--- src/rtl/dma_storage_primitives.sv ---
// Storage primitives for the DMA datapath: show-ahead FIFO with pointer rollback,
// loadable up-counter and enable-gated register, plus a wrapper exposing one of each.

module fifo #(
    parameter int DATA       = 16,
    parameter int ADDR_SIZE  = 5,
    parameter int DIV_FACTOR = 3
) (
    input  logic            clk,
    input  logic            rst,
    input  logic            fifo_enable,
    input  logic            fifo_wr_rd,
    input  logic            fifo_old_add_flag,
    input  logic [DATA-1:0] fifo_in,
    output logic [DATA-1:0] fifo_out,
    output logic            full,
    output logic            empty,
    output logic            empty_partial
);
    localparam int DEPTH = 1 << ADDR_SIZE;
    localparam logic [ADDR_SIZE:0] FULL_OCC = {1'b1, {ADDR_SIZE{1'b0}}};
    localparam logic [ADDR_SIZE:0] THRESH   = FULL_OCC >> DIV_FACTOR;
    localparam logic [ADDR_SIZE:0] ONE      = {{ADDR_SIZE{1'b0}}, 1'b1};

    logic [DATA-1:0]    mem [DEPTH];
    logic [ADDR_SIZE:0] wr_ptr_reg;
    logic [ADDR_SIZE:0] rd_ptr_reg;
    logic [ADDR_SIZE:0] occupancy;
    logic               flag_reg;
    logic               write_fire;
    logic               read_fire;
    logic               rollback;

    assign occupancy     = wr_ptr_reg - rd_ptr_reg;
    assign full          = (occupancy == FULL_OCC);
    assign empty         = (occupancy == '0);
    assign empty_partial = (occupancy <= THRESH);
    assign fifo_out      = mem[rd_ptr_reg[ADDR_SIZE-1:0]];

    // The rollback flag blocks transfers for as long as it is held high.
    assign rollback   = fifo_old_add_flag && !flag_reg;
    assign write_fire = !fifo_old_add_flag && fifo_enable && fifo_wr_rd && !full;
    assign read_fire  = !fifo_old_add_flag && fifo_enable && !fifo_wr_rd && !empty;

    always_ff @(posedge clk or posedge rst) begin
        if (rst) begin
            wr_ptr_reg <= '0;
            rd_ptr_reg <= '0;
            flag_reg   <= 1'b0;
        end else begin
            flag_reg <= fifo_old_add_flag;
            if (rollback) begin
                if (fifo_wr_rd && !empty)
                    wr_ptr_reg <= wr_ptr_reg - ONE;
                else if (!fifo_wr_rd && !full)
                    rd_ptr_reg <= rd_ptr_reg - ONE;
            end else if (write_fire) begin
                wr_ptr_reg <= wr_ptr_reg + ONE;
            end else if (read_fire) begin
                rd_ptr_reg <= rd_ptr_reg + ONE;
            end
        end
    end

    // Storage is cleared by reset, so each entry is its own resettable register.
    generate
        for (genvar gi = 0; gi < DEPTH; gi++) begin : g_mem
            always_ff @(posedge clk or posedge rst) begin
                if (rst)
                    mem[gi] <= '0;
                else if (write_fire && (wr_ptr_reg[ADDR_SIZE-1:0] == ADDR_SIZE'(gi)))
                    mem[gi] <= fifo_in;
            end
        end
    endgenerate
endmodule

module counter #(
    parameter int L = 15
) (
    input  logic         clk,
    input  logic         rst,
    input  logic         cnt_en,
    input  logic         load,
    input  logic [L-1:0] data_in,
    output logic [L-1:0] cnt,
    output logic         end_cnt
);
    localparam logic [L-1:0] ONE = {{(L-1){1'b0}}, 1'b1};

    assign end_cnt = &cnt;

    always_ff @(posedge clk or posedge rst) begin
        if (rst)
            cnt <= '0;
        else if (cnt_en)
            cnt <= load ? data_in : cnt + ONE;
    end
endmodule

module register #(
    parameter int REG_DEPTH = 16
) (
    input  logic                 clk,
    input  logic                 rst,
    input  logic                 reg_en,
    input  logic [REG_DEPTH-1:0] data_in,
    output logic [REG_DEPTH-1:0] data_out
);
    always_ff @(posedge clk or posedge rst) begin
        if (rst)
            data_out <= '0;
        else if (reg_en)
            data_out <= data_in;
    end
endmodule

module dma_storage_primitives #(
    parameter int DATA       = 16,
    parameter int ADDR_SIZE  = 5,
    parameter int DIV_FACTOR = 3,
    parameter int L          = 15,
    parameter int REG_DEPTH  = 16
) (
    input  logic                 clk,
    input  logic                 rst,
    input  logic                 fifo_enable,
    input  logic                 fifo_wr_rd,
    input  logic                 fifo_old_add_flag,
    input  logic [DATA-1:0]      fifo_in,
    output logic [DATA-1:0]      fifo_out,
    output logic                 full,
    output logic                 empty,
    output logic                 empty_partial,
    input  logic                 cnt_en,
    input  logic                 load,
    input  logic [L-1:0]         cnt_data_in,
    output logic [L-1:0]         cnt,
    output logic                 end_cnt,
    input  logic                 reg_en,
    input  logic [REG_DEPTH-1:0] reg_data_in,
    output logic [REG_DEPTH-1:0] reg_data_out
);
    fifo #(.DATA(DATA), .ADDR_SIZE(ADDR_SIZE), .DIV_FACTOR(DIV_FACTOR)) u_fifo (
        .clk(clk), .rst(rst),
        .fifo_enable(fifo_enable), .fifo_wr_rd(fifo_wr_rd),
        .fifo_old_add_flag(fifo_old_add_flag), .fifo_in(fifo_in),
        .fifo_out(fifo_out), .full(full), .empty(empty), .empty_partial(empty_partial)
    );

    counter #(.L(L)) u_counter (
        .clk(clk), .rst(rst), .cnt_en(cnt_en), .load(load),
        .data_in(cnt_data_in), .cnt(cnt), .end_cnt(end_cnt)
    );

    register #(.REG_DEPTH(REG_DEPTH)) u_register (
        .clk(clk), .rst(rst), .reg_en(reg_en),
        .data_in(reg_data_in), .data_out(reg_data_out)
    );
endmodule

--- config.mk ---
export PLATFORM = sky130hd
export DESIGN_NAME = dma_storage_primitives
export DESIGN_NICKNAME = d
export VERILOG_FILES = /design/src/rtl/dma_storage_primitives.sv
export SDC_FILE = /design/constraint.sdc
export NUM_CORES = 1
export LEC_CHECK = 0
export BUFFER_PORTS_ARGS = -buffer_cell sky130_fd_sc_hd__buf_2
export CAP_MARGIN = 10
export CORE_ASPECT_RATIO = 0.75
export CORE_UTILIZATION = 63
export CTS_CLUSTER_DIAMETER = 30
export DETAILED_ROUTE_END_ITERATION = 8
export GPL_ROUTABILITY_DRIVEN = 0
export PLACE_DENSITY = 0.9
export SYNTH_ARGS = -nofsm -noshare
export SYNTH_HDL_FRONTEND = slang
export SYNTH_SLANG_ARGS = --single-unit
--- constraint.sdc ---
create_clock -name clk -period 36.8 [get_ports clk]
set_input_delay 3.68 -clock clk [delete_from_list [all_inputs] [get_ports clk]]
set_output_delay 3.68 -clock clk [all_outputs]
set_load 0.005 [all_outputs]
==> reports/qor.txt <==
DRT Pass-1 Iters: 6
share of post-route cells with drive strength above 1: 0.556
leakage: 14.1 nW
Synth Register Bits: 556
Post-synth top cells: dfrtp_1 (556), mux2_2 (531), mux4_2 (160)
first-pass GRT wire length: 98600 um
die area: 0.0421 mm^2
area leader, netlist: dfrtp_1
Total Power: 2.57 mW
outcome: finished, final reports clean
Antenna Violating Nets Remaining: 0
fin crit share: 0.220
syn_nets: 1746
core area: 0.0408 mm^2
Area contributors post-synth: dfrtp_1 (54%), mux2_2 (23%), mux4_2 (14%), clkbuf_1 (1.2%), nand2_1 (1.1%)
critical path type: flop to primary output
drt total wl: 62600 um
PortBufs: 105
Yosys warning count: 0
CTS max path bufs: 3
placed inst area: 0.0267 mm^2
vias in the first global route: 16729
placed wire-length estimate: 33300 um
maxcap violations: 0
chip width: 237 um
CP Max Fanout: 66
Comb power frac: 0.287
Min Hold Slack: 0.489 ns
cts hold-fix bufs: 0
num rows: 64
PD cells: 86.5 mW/mm^2
post-cts resize count: 0
area grow syn2layout: 14.1%
clock sink count: 556
Setup-failing EPs final: 0
Largest register FFs: 512
CTS Buf Count: 85
Die H: 178 um
Synth async-reset ratio: 1.00
initial antenna violation count: 1
final instance area: 0.0297 mm^2
largest net degree at the start of global routing: 196
Final min period: 8.09 ns
post-route setup slack: 28.71 ns
Fmax: 124 MHz
Clock Skew: 0.0168 ns
post-layout util: 0.728
Yosys top cell area share: 0.535
Startpoint Class: flop
Setup crit end kind: primary output
Synth cell types: 57
DRC errors left: 0
Mapped Area: 0.0260 mm^2
endpoints failing hold: 0
Int Power: 1.78 mW
DR WL/cell: 26.6 um
vias: 15444
ys flop type: dfrtp_1
max_slew headroom: 0.226
clock root buffer: clkbuf_16
Syn Inst Count: 1675
Clk pwr share: 0.319
Initial Util: 0.638
Post-Place Setup Slack: 29.41 ns
Reg power frac: 0.394
most numerous cell in the Yosys netlist: dfrtp_1
RSZ-0062 raised after global routing: false
later-pin clock latency in the skew report: 0.60 ns
Tightest Pin Transition: 1.16 ns
Switching Share: 0.308
top flop regs: u_fifo.mem x512, u_register.data_out x16, u_counter.cnt x15
sw power: 0.792 mW
number of synthesized flops with an enable pin: 0
nets: 1828
vias per inst: 6.56
Inst Count DP: 2198
post-synthesis sequential area ratio: 0.535
clock slew at reported path FFs: 0.05 ns
Post-Syn Area per Cell: 15.5 um^2
GRT overflow: 0
# H-tree levels: 3
CTS tree: done
VDD IR max: 62.6 uV
# IOs: 106
final slew viol count: 0
Post-CTS Setup Repair Bufs: 0
Worst Path Required: 33.12 ns
final cell count without fillers: 2353
crit path DAT: 4.41 ns
GRT Total Usage: 0.312
Hold Crit Class: flop to flop
register with the most flip-flops: u_fifo.mem
initial DRC count: 1396
setup TNS: 0 ns
-- layout make-up --
type / count / area, um^2
clock inverters: 54 / 611
repair buffers: 128 / 711
multi-input cells: 969 / 11400
flip-flops and latches: 556 / 13900
inverters: 17 / 71.3
well taps: 528 / 661
fillers: 2306 / 11100
clock buffers: 99 / 2310
diodes: 2 / 5.00
-- critical path: stages, from the launching register on --
cell and delay [ns]:
dfrtp_4 1.11, buf_4 0.91, inv_1 0.23, ha_1 0.38, nand2b_1 0.13, a21oi_1 0.13, and2_4 0.19, o21ai_1 0.46
nor2_1 0.12, buf_2 0.15
-- worst paths after layout --
kind,from,endpoint,slack [ns],cells after the start
max in group asynchronous,rst,u_fifo.mem[156],31.09,4
min,u_fifo.rd_ptr_reg[5],u_fifo.rd_ptr_reg[5],0.49,1
max reg2reg,u_fifo.rd_ptr_reg[1],u_fifo.mem[325],31.25,10
min in group asynchronous,rst,u_fifo.mem[299],3.27,2
min reg2reg,u_fifo.rd_ptr_reg[5],u_fifo.rd_ptr_reg[5],0.49,1
max,u_fifo.rd_ptr_reg[1],full,28.71,9
-- power groups by stage --
stage / Sequential (mW) / Clock [mW] / Combinational, mW
4_1_cts: 1.01 / 0.828 / 0.737
5_1_grt: 1.04 / 0.855 / 0.786
3_3_place_gp: 0.980 / 0 / 0.693
3_5_place_dp: 1.00 / 0 / 0.723
6_report: 1.01 / 0.820 / 0.736
2_1_floorplan: 0.922 / 0 / 0.608
-- metal layers --
metal / vias up / routed length [um] / GRT usage
met1: 8262 / 25800 / 0.422
met2: 604 / 31100 / 0.509
met3: 162 / 3550 / 0.0580
met5: - / 0 / 0
li1: 6416 / - / -
met4: 0 / 2160 / 0.123
-- kinds of logic after synthesis --
family / synth area share
multiplexers: 0.371
flip-flops: 0.535
AO/OA/AOI/OAI: 0.0209
adder cells (fa/ha/maj): 0.00828
buffers and inverters: 0.0280
XOR/XNOR: 0.00404
AND/OR/NAND/NOR: 0.0322
-- cell usage in the layout, fill, tap and decap left out, types with 13 or more instances in the layout --
| cell type | instances |
|---|---|
| clkbuf_16 | 87 |
| nand2_2 | 15 |
| ha_1 | 14 |
| buf_4 | 22 |
| a21oi_1 | 16 |
| nand2_1 | 74 |
| inv_1 | 14 |
| o21ai_0 | 25 |
| nor2_2 | 13 |
| dfrtp_1 | 553 |
| mux2_2 | 531 |
| nor2_1 | 21 |
| buf_2 | 105 |
| mux4_2 | 160 |
| inv_6 | 16 |
Note: power is estimated with default switching activity, not from simulation.
